**src/rtl/morse_pkg.sv**
```systemverilog
// Shared types, ASCII constants and the Morse code table for the stream decoder.
// Codes hold the first symbol in the MSB of the len used bits; dash=1, dot=0.
package morse_pkg;

  typedef enum logic [1:0] {
    IDLE,
    MARK,
    GAP,
    WGAP
  } state_t;

  localparam logic [7:0] ASCII_SPACE   = 8'h20;
  localparam logic [7:0] ASCII_UNKNOWN = 8'h3F;

  function automatic logic [7:0] morse_lookup(
    input logic [4:0] code,
    input logic [2:0] len
  );
    logic [7:0] ch;
    ch = ASCII_UNKNOWN;
    case ({len, code})
      {3'd2, 5'b00001}: ch = 8'h41;
      {3'd4, 5'b01000}: ch = 8'h42;
      {3'd4, 5'b01010}: ch = 8'h43;
      {3'd3, 5'b00100}: ch = 8'h44;
      {3'd1, 5'b00000}: ch = 8'h45;
      {3'd4, 5'b00010}: ch = 8'h46;
      {3'd3, 5'b00110}: ch = 8'h47;
      {3'd4, 5'b00000}: ch = 8'h48;
      {3'd2, 5'b00000}: ch = 8'h49;
      {3'd4, 5'b00111}: ch = 8'h4A;
      {3'd3, 5'b00101}: ch = 8'h4B;
      {3'd4, 5'b00100}: ch = 8'h4C;
      {3'd2, 5'b00011}: ch = 8'h4D;
      {3'd2, 5'b00010}: ch = 8'h4E;
      {3'd3, 5'b00111}: ch = 8'h4F;
      {3'd4, 5'b00110}: ch = 8'h50;
      {3'd4, 5'b01101}: ch = 8'h51;
      {3'd3, 5'b00010}: ch = 8'h52;
      {3'd3, 5'b00000}: ch = 8'h53;
      {3'd1, 5'b00001}: ch = 8'h54;
      {3'd3, 5'b00001}: ch = 8'h55;
      {3'd4, 5'b00001}: ch = 8'h56;
      {3'd3, 5'b00011}: ch = 8'h57;
      {3'd4, 5'b01001}: ch = 8'h58;
      {3'd4, 5'b01011}: ch = 8'h59;
      {3'd4, 5'b01100}: ch = 8'h5A;
      {3'd5, 5'b11111}: ch = 8'h30;
      {3'd5, 5'b01111}: ch = 8'h31;
      {3'd5, 5'b00111}: ch = 8'h32;
      {3'd5, 5'b00011}: ch = 8'h33;
      {3'd5, 5'b00001}: ch = 8'h34;
      {3'd5, 5'b00000}: ch = 8'h35;
      {3'd5, 5'b10000}: ch = 8'h36;
      {3'd5, 5'b11000}: ch = 8'h37;
      {3'd5, 5'b11100}: ch = 8'h38;
      {3'd5, 5'b11110}: ch = 8'h39;
      default:          ch = ASCII_UNKNOWN;
    endcase
    return ch;
  endfunction

endpackage

```
**src/rtl/morse_debouncer.sv**
```systemverilog
// Two-flop synchroniser plus stability counter for the raw Morse key.
// key_db follows the synchronised key once it has differed for DEBOUNCE_CYCLES.
module morse_debouncer #(
  parameter int DEBOUNCE_CYCLES = 1_250_000
) (
  input  logic clk,
  input  logic reset,
  input  logic key,
  output logic key_db
);

  localparam int CW = $clog2(DEBOUNCE_CYCLES + 1);

  logic          s0;
  logic          s1;
  logic [CW-1:0] cnt;

  always_ff @(posedge clk) begin
    if (reset) begin
      s0     <= 1'b0;
      s1     <= 1'b0;
      key_db <= 1'b0;
      cnt    <= '0;
    end else begin
      s0 <= key;
      s1 <= s0;
      if (s1 == key_db) begin
        cnt <= '0;
      end else if (cnt == CW'(DEBOUNCE_CYCLES - 1)) begin
        key_db <= s1;
        cnt    <= '0;
      end else begin
        cnt <= cnt + CW'(1);
      end
    end
  end

endmodule

```
**src/rtl/morse_stream_decoder.sv**
```systemverilog
// Morse key decoder: debounced key -> dot/dash/gap timing -> one ASCII byte per letter.
// Define MORSE_WORD_SPACE_EN to emit an ASCII space after a word-length silence.
module morse_stream_decoder
  import morse_pkg::*;
#(
  parameter int UNIT_CYCLES      = 12_500_000,
  parameter int DEBOUNCE_CYCLES  = 1_250_000,
  parameter int DASH_UNITS       = 2,
  parameter int LETTER_GAP_UNITS = 3,
  parameter int WORD_GAP_UNITS   = 7,
  parameter int MAX_SYMBOLS      = 5
) (
  input  logic       clk,
  input  logic       reset,
  input  logic       key,
  output logic [7:0] letter,
  output logic       letter_valid,
  output logic       error,
  output logic       busy,
  output logic [2:0] sym_count
);

  localparam int PW = $clog2(UNIT_CYCLES + 1);
  localparam int UW = $clog2(WORD_GAP_UNITS + 1);

  state_t        state;
  logic          key_db;
  logic          key_q;
  logic [PW-1:0] pcnt;
  logic [UW-1:0] units;
  logic [4:0]    code;
  logic          ovf;
  logic [7:0]    lk;

  morse_debouncer #(
    .DEBOUNCE_CYCLES(DEBOUNCE_CYCLES)
  ) u_db (
    .clk   (clk),
    .reset (reset),
    .key   (key),
    .key_db(key_db)
  );

  wire rise  = key_db & ~key_q;
  wire fall  = ~key_db & key_q;
  wire kedge = rise | fall;
  wire tick  = pcnt == PW'(UNIT_CYCLES - 1);
  wire dash  = units >= UW'(DASH_UNITS);
  wire lgap  = tick && units == UW'(LETTER_GAP_UNITS - 1);
  wire full  = sym_count == 3'(MAX_SYMBOLS);
`ifdef MORSE_WORD_SPACE_EN
  wire wgap  = tick && units == UW'(WORD_GAP_UNITS - 1);
  localparam state_t AFTER = WGAP;
`else
  localparam state_t AFTER = IDLE;
`endif

  assign lk   = morse_lookup(code, sym_count);
  assign busy = state != IDLE;

  always_ff @(posedge clk) begin
    if (reset) begin
      state        <= IDLE;
      key_q        <= 1'b0;
      pcnt         <= '0;
      units        <= '0;
      code         <= '0;
      ovf          <= 1'b0;
      sym_count    <= '0;
      letter       <= 8'h00;
      letter_valid <= 1'b0;
      error        <= 1'b0;
    end else begin
      key_q        <= key_db;
      letter_valid <= 1'b0;
      if (kedge) begin
        pcnt  <= '0;
        units <= '0;
      end else if (tick) begin
        pcnt <= '0;
        if (units != UW'(WORD_GAP_UNITS))
          units <= units + UW'(1);
      end else begin
        pcnt <= pcnt + PW'(1);
      end
      unique case (state)
        IDLE: if (rise) state <= MARK;
        MARK: begin
          if (fall) begin
            if (full) begin
              ovf <= 1'b1;
            end else begin
              code      <= {code[3:0], dash};
              sym_count <= sym_count + 3'd1;
            end
            state <= GAP;
          end
        end
        GAP: begin
          // a rise landing on the closing tick still ends the letter
          if (lgap) begin
            letter       <= ovf ? ASCII_UNKNOWN : lk;
            error        <= ovf | (lk == ASCII_UNKNOWN);
            letter_valid <= 1'b1;
            code         <= '0;
            sym_count    <= '0;
            ovf          <= 1'b0;
            state        <= rise ? MARK : AFTER;
          end else if (rise) begin
            state <= MARK;
          end
        end
`ifdef MORSE_WORD_SPACE_EN
        WGAP: begin
          if (wgap) begin
            letter       <= ASCII_SPACE;
            error        <= 1'b0;
            letter_valid <= 1'b1;
            state        <= rise ? MARK : IDLE;
          end else if (rise) begin
            state <= MARK;
          end
        end
`endif
        default: state <= IDLE;
      endcase
    end
  end

endmodule

```
**config.mk**
```make
export PLATFORM = sky130hd
export DESIGN_NAME = morse_stream_decoder
export DESIGN_NICKNAME = d
export VERILOG_FILES = /design/src/rtl/morse_pkg.sv /design/src/rtl/morse_debouncer.sv /design/src/rtl/morse_stream_decoder.sv
export SDC_FILE = /design/constraint.sdc
export NUM_CORES = 1
export LEC_CHECK = 0
export CAP_MARGIN = 20
export CORE_MARGIN = 1.5
export CORE_UTILIZATION = 55
export DETAILED_ROUTE_END_ITERATION = 8
export PLACE_DENSITY = 0.72
export RECOVER_POWER = 100
export SKIP_LAST_GASP = 1
export SLEW_MARGIN = 5
export SYNTH_ARGS = -nofsm -noshare
export SYNTH_HDL_FRONTEND = slang
export SYNTH_SLANG_ARGS = --single-unit
```
**constraint.sdc**
```tcl
create_clock -name clk -period 2.8 [get_ports clk]
set_input_delay 0.28 -clock clk [delete_from_list [all_inputs] [get_ports clk]]
set_output_delay 0.28 -clock clk [all_outputs]
set_load 0.005 [all_outputs]
```
==> results of run 1 <==
cell families after synthesis:
| logic type | after synthesis | synth area share (%) |
|---|---|---|
| DFF | 72 | 36.68 |
| AOI/OAI and AO/OA | 78 | 13.98 |
| muxes | 4 | 1.019 |
| adders and majority gates | 9 | 2.865 |
| and+or+nand+nor | 230 | 31.30 |
| xor gates and xnor gates | 42 | 9.360 |
| buffers and inverters | 42 | 4.712 |
| other | 1 | 0.09542 |
per-stage QoR:
| step | std cells | total power, uW |
|---|---|---|
| floorplan | 478 | 1080 |
| global placement | 576 | 1087 |
| detailed placement | 576 | 1088 |
| CTS | 592 | 1938 |
| global route | 592 | 1977 |
| finish | 592 | 1915 |
state kept, by name, indices dropped and copies added (netlist names), 2 cells and up:
register and flops:
state 2, code 5, u_db.cnt 21, pcnt 24, units 3, letter 7, sym_count 3
layer usage:
layer | vias to the layer above | wire length, um | track usage [%]
li1 | 1709 | - | -
met1 | 1566 | 4081 | 32.38
met2 | 111 | 3915 | 37.62
met3 | 29 | 432 | 6.221
met4 | 0 | 251 | 10.82
met5 | - | 0 | 0
area by class of cell:
type                       instances  area share, %
tap                               96          2.759
timing repair buffer              28          5.460
clock buffer                      11          3.247
multi-input combinational        364          52.59
inverter                          16          1.379
clock inverter                     5          1.466
sequential                        72          33.10
placed cells by master, fill, tap and decap left out, types with 3 or more instances in the layout:
cell,netlist,routed
nand2_1,36,36
nand2b_1,9,9
ha_1,9,9
a21oi_1,26,26
dlygate4sd3_1,0,14
inv_1,15,15
nand3_1,26,26
nand4_1,11,11
xor2_1,20,20
mux2i_1,4,4
o2111ai_1,4,4
nor2_1,76,76
or3_1,9,9
nor2b_1,8,8
nor4b_1,3,3
nor3_1,11,11
o21bai_1,6,6
a31oi_1,4,4
buf_4,2,10
clkbuf_1,11,3
o21ai_0,9,9
dfxtp_1,72,72
xnor2_1,22,22
o211ai_1,3,3
and4_1,3,3
a32oi_1,3,3
nor4_1,5,6
and3_1,8,8
clkbuf_8,0,10
power groups by stage:
stage | sequential, uW | combinational, uW | clock (uW)
after global placement | 1060 | 29.8 | 0
after CTS | 1030 | 30.5 | 875
after floorplan | 1060 | 23.7 | 0
after detailed placement | 1060 | 30.4 | 0
after global routing | 1030 | 32.9 | 911
final | 1030 | 28.7 | 853
final timing paths:
check                                       startpoint                     end  slack (ns)  cells after the start
worst max-delay path              code[3]$_SDFFE_PP0P_  letter[1]$_SDFFE_PP0P_        0.24                      7
worst min-delay path            u_db.cnt[0]$_SDFF_PP0_  u_db.cnt[0]$_SDFF_PP0_        0.45                      1
worst max register to register    code[3]$_SDFFE_PP0P_  letter[1]$_SDFFE_PP0P_        0.24                      7
worst min register to register  u_db.cnt[0]$_SDFF_PP0_  u_db.cnt[0]$_SDFF_PP0_        0.45                      1
==> summary.txt, run 1 <==
Status
  • Status: completed

Finish
  • Final Instance Area: between 4000 and 5000 um2
  • Share of cells above drive strength 1: under 10%
  • Antenna diode count: 0
  • Final Core Density: 63.39%
  • Layout area overhead: 10.79%
  • Area of the multi-input gates: ~2300 um2
  • Nets: 503
  • Sequential Area: between 1000 and 1500 um2
  • Fill cells: ~610

Floorplan
  • # IOs: 17
  • Chip width: 87.53 um
  • Core area: just under 7000 um2
  • Rows: 30
  • DIE AREA: approximately 7700 um2
  • Die height: roughly 88 um
  • Starting Density: 57.21%

STA
  • Final Hold Vio Count: 0
  • Clk_skew: about 0.013 ns
  • Worst rel slew slack: 30.56%
  • Final Worst Setup Slack: around 0.24 ns
  • TNS Setup: 0 ns
  • Final min period: 2.556 ns
  • Fmax achieved: 391.2 MHz
  • Worst Max-Slew Pin Slew: between 1 and 1.5 ns
  • Worst Hold Margin: approximately 0.45 ns
  • Setup violators final: 0
  • Final worst path period share: between 90% and 100%
  • Unrepaired setup endpoints after global routing: no
  • Pins Over Slew Limit: 0

Setup path
  • WS Path Type: register to register
  • Critical Path RT: just over 3 ns
  • CP max FO: 23
  • CP endpoint kind: register
  • Buffer and inverter count on the worst path: 0
  • Worst path top cell family by delay: compound AO/OA/AOI/OAI gates
  • WP data arrival: 2.79 ns
  • Cell Chain, Critical Path: or4b_1 -> a2111oi_1 -> a21o_1 -> nor2_1 -> o2111ai_1 -> and2_0 -> a21oi_1
  • Crit path largest cell delay: between 0.5 and 0.6 ns
  • Slowest stage cell on the critical path: a2111oi_1
  • Crit start category: register

Clocking
  • # clock sinks: slightly above 70
  • CTS tree: done
  • Post-CTS sizing: 0
  • Max Root-Sink Buffers: 2
  • CTS Hold Buffers Added: 0
  • Clock Latency Late Sink: between 0.3 and 0.4 ns
  • Clock transition at the registers of the reported paths: roughly 0.08 ns
  • Setup Buffers After CTS: 0
  • TritonCTS Buffers: 9
  • Clock root cell: clkbuf_8
  • H-tree depth: 3

Synthesis
  • Post-synth ARST share: 0%
  • Most common cell in the netlist: nor2_1
  • Commonest cells in the netlist: nor2_1, dfxtp_1, nand2_1
  • Netlist Area Pre-Place: 3930 um2
  • Yosys warning count: 0
  • EDFF count, synth: 0
  • Dominant cell type by area after synthesis: dfxtp_1
  • Synthesized Nets: between 400 and 500
  • Synth top area share: 36.68%
  • Post-Synthesis Cells: ~480
  • Ys flop type: dfxtp_1
  • Top cells by area, synth: dfxtp_1, nor2_1, xnor2_1
  • Sequential share of the synthesized area: 36.68%
  • Synth unique cells: roughly 70
  • Syn Area/Cell: about 8.2 um2
  • Synth Register Bits: approximately 70

Pwr
  • Internal power: 1483 uW
  • Sequential Power Share: between 50% and 60%
  • Power per Cell Area: ~440 nW/um2
  • Switching power: roughly 430 uW
  • Logic pwr share: about 1.5%
  • Clock share of power: between 40 and 50%
  • Sw Ratio: 22.57%
  • Static leakage: ~0.0015 uW
  • Peak supply drop: around 0.40 mV

Place
  • HPWL Detailed: 6060 um
  • Placed Area: 4173 um2
  • Dpl ws: approximately 0.35 ns
  • IO buf count: 15
  • RePlAce Congestion: around 1.1

Drt
  • DRT iter0 DRCs: around 230
  • Final ANT Viol Nets: 0
  • DRC Markers: 0
  • Via-per-instance ratio: just under 6
  • Wirelength per Cell: 14.66 um
  • Initial DRT Pass Iterations: 5
  • Drt total wl: about 8700 um
  • Vias: between 3,000 and 4,000

GRT
  • Total track usage: approximately a quarter
  • First-pass GRT wire length: roughly 15,000 um
  • Remaining global-route overflow: 0
  • Largest net degree at the start of global routing: 26
  • Vias in the first global route: around 3,100
  • Antenna violations before repair: 0

Flow run
  • Max-cap check violation count: 0

Hold path
  • Hold crit path type: register to register
(Power assumes the default switching activity.)
==> inputs of run 2 (changes only) <==
--- a/config.mk
+++ b/config.mk
@@ -6,10 +6,11 @@
 export NUM_CORES = 1
 export LEC_CHECK = 0
 export CAP_MARGIN = 20
-export CORE_MARGIN = 1.5
-export CORE_UTILIZATION = 55
+export CELL_PAD_IN_SITES_DETAIL_PLACEMENT = 1
+export CELL_PAD_IN_SITES_GLOBAL_PLACEMENT = 2
+export CORE_UTILIZATION = 37
 export DETAILED_ROUTE_END_ITERATION = 8
-export PLACE_DENSITY = 0.72
+export PLACE_DENSITY = 0.78
 export RECOVER_POWER = 100
 export SKIP_LAST_GASP = 1
 export SLEW_MARGIN = 5
==> run 2 against run 1 <==
  * Register-to-register slack gained 0.02 ns
  * Clock skew is essentially flat
  * Global-route usage shrank 4.2 points
  * Via count grew 2.6%
  * Clock power grew 21%
  * Critical path depth is the same
  * Utilization shrank 20 points
  * Flip-flop and latch count is the same
  * Combinational power grew 6%
  * Wire length grew 20%
  * Sequential power is essentially flat
  * Critical path type unchanged
  * Total power grew 9.2%
==> summary.txt, run 2 (synthesized netlist as in run 1, its figures left out) <==
Status
  • Status: completed

Finish
  • Antenna diode count: 0
  • Reg with most FFs: pcnt
  • Max reg flops: 24
  • Nets: ~510
  • Share of cells above drive strength 1: around 9%
  • Fill cells: approximately 1,300
  • Biggest regs: pcnt: 24 flops, u_db.cnt: 21 flops, letter: 7 flops
  • Most frequent cells in the layout: nor2_1, dfxtp_1, nand2_1, nand3_1, a21oi_1
  • Layout area overhead: 14.39%
  • Commonest non-fill, non-tap cell in the layout: nor2_1
  • Final Core Density: 43.55%

GRT
  • Busiest grt layer: met2
  • Largest net degree at the start of global routing: 25
  • Remaining global-route overflow: 0
  • M2 GR Usage: roughly a third
  • First-pass GRT wire length: roughly 18,000 um
  • Met1 usage: a little over a quarter
  • Vias in the first global route: 3,558
  • Total track usage: 20.19%
  • Antenna violations before repair: 0
  • Met3 Resource Use GR: between 3 and 4%

STA
  • Pins Over Slew Limit: 0
  • Final worst path period share: approximately 91%
  • Final Worst Setup Slack: between 0.2 and 0.3 ns
  • Final Hold Vio Count: 0
  • Worst Hold Margin: ~0.45 ns
  • TNS Setup: 0 ns
  • Final min period: 2.541 ns
  • Clk_skew: 0.01335 ns
  • Worst Max-Slew Pin Slew: 0.9967 ns
  • Worst rel slew slack: about a third
  • Fmax achieved: between 300 and 400 MHz
  • Setup violators final: 0
  • Unrepaired setup endpoints after global routing: no

Setup path
  • Crit start category: register
  • WP data arrival: roughly 2.8 ns
  • CP endpoint kind: register
  • Reg-to-reg slack, setup: approximately 0.26 ns
  • WS Path Type: register to register
  • CP max FO: 12
  • Critical Path RT: 3.02 ns

Pwr
  • Peak supply drop: about 0.26 mV
  • Final Power: 2091 uW
  • Static leakage: around 0.0016 uW
  • Power per Cell Area: around 470 nW/um2

Clocking
  • Clock transition at the registers of the reported paths: about 0.080 ns
  • Clock root cell: clkbuf_8
  • CTS Hold Buffers Added: 0
  • Setup Buffers After CTS: 0
  • Post-CTS sizing: 0
  • Clock Latency Late Sink: approximately 0.35 ns
  • H-tree depth: 3
  • # clock sinks: 72
  • CTS tree: done
  • TritonCTS Buffers: 9
  • Max Root-Sink Buffers: 2

Drt
  • Initial DRT Pass Iterations: 4
  • Drt total wl: 10,440 um
  • Wirelength per Cell: about 16 um
  • Via-per-instance ratio: between 5 and 6
  • DRT iter0 DRCs: 135
  • DRC Markers: 0
  • Final ANT Viol Nets: 0
  • Vias: roughly 3,500

Floorplan
  • Die height: between 100 and 150 um
  • Core area: between 10,000 and 15,000 um2
  • Chip width: around 110 um
  • DIE AREA: about 11,000 um2
  • Starting Density: between 30% and 40%
  • # IOs: 17
  • Rows: 37

Place
  • Dpl ws: ~0.32 ns
  • RePlAce Congestion: roughly 0.95
  • IO buf count: 15
  • HPWL Detailed: 7522 um

Hold path
  • Hold crit path type: register to register

Flow run
  • Max-cap check violation count: 0
## run 2: cell types whose count changed in the layout (fill, tap and decap cells not counted), sizes merged
cell	before	now
buf	10	17
clkinv	2	1
clkbuf	14	12
dlygate4sd3	14	13
bufinv	1	3
clkdlybuf4s50	1	2
## run 2: critical path, cell delays in order, from the launching register on
cell,delay [ns]
dfxtp_1,0.63
or4b_1,0.49
a2111oi_1,0.59
a21o_1,0.17
nor2_1,0.06
o2111ai_1,0.09
and2_1,0.28
a21oi_1,0.11
## run 2: area by class of cell
type | count | area [um2] | share of cell area [%]
clock buffer | 10 | 127.6 | 2.839
clock inverter | 6 | 115.1 | 2.561
inverter | 16 | 60.06 | 1.336
multi-input combinational | 364 | 2295 | 51.04
sequential | 72 | 1441 | 32.06
tap | 136 | 170.2 | 3.785
timing repair buffer | 34 | 286.5 | 6.374
## run 2: per-layer routing
| layer | routed length [um] | vias to the layer above |
|---|---|---|
| met5 | 0 | - |
| met4 | 123 | 0 |
| met3 | 335 | 11 |
| met2 | 5049 | 62 |
| met1 | 4937 | 1710 |
| li1 | - | 1721 |
## run 2: through the flow
stage / cell area (um2) / instances
2_1_floorplan: 3930 / 478
3_3_place_gp: 4268 / 622
3_5_place_dp: 4268 / 622
4_1_cts: 4511 / 638
5_1_grt: 4496 / 638
6_report: 4496 / 638
## run 2: final timing paths
check,start,endpoint,cells past startpoint
max reg2reg,sym_count[0]$_SDFFE_PP0P_,letter[2]$_SDFFE_PP0P_,7
max,sym_count[0]$_SDFFE_PP0P_,letter[2]$_SDFFE_PP0P_,7
min,u_db.s0$_SDFF_PP0_,u_db.s1$_SDFF_PP0_,1
min reg2reg,u_db.s0$_SDFF_PP0_,u_db.s1$_SDFF_PP0_,1
## run 2: power by group
group | internal, uW | switching, uW | total (uW)
combinational | 10.1 | 20.3 | 30.4
clock | 599 | 429 | 1030
sequential | 1030 | 4.49 | 1030
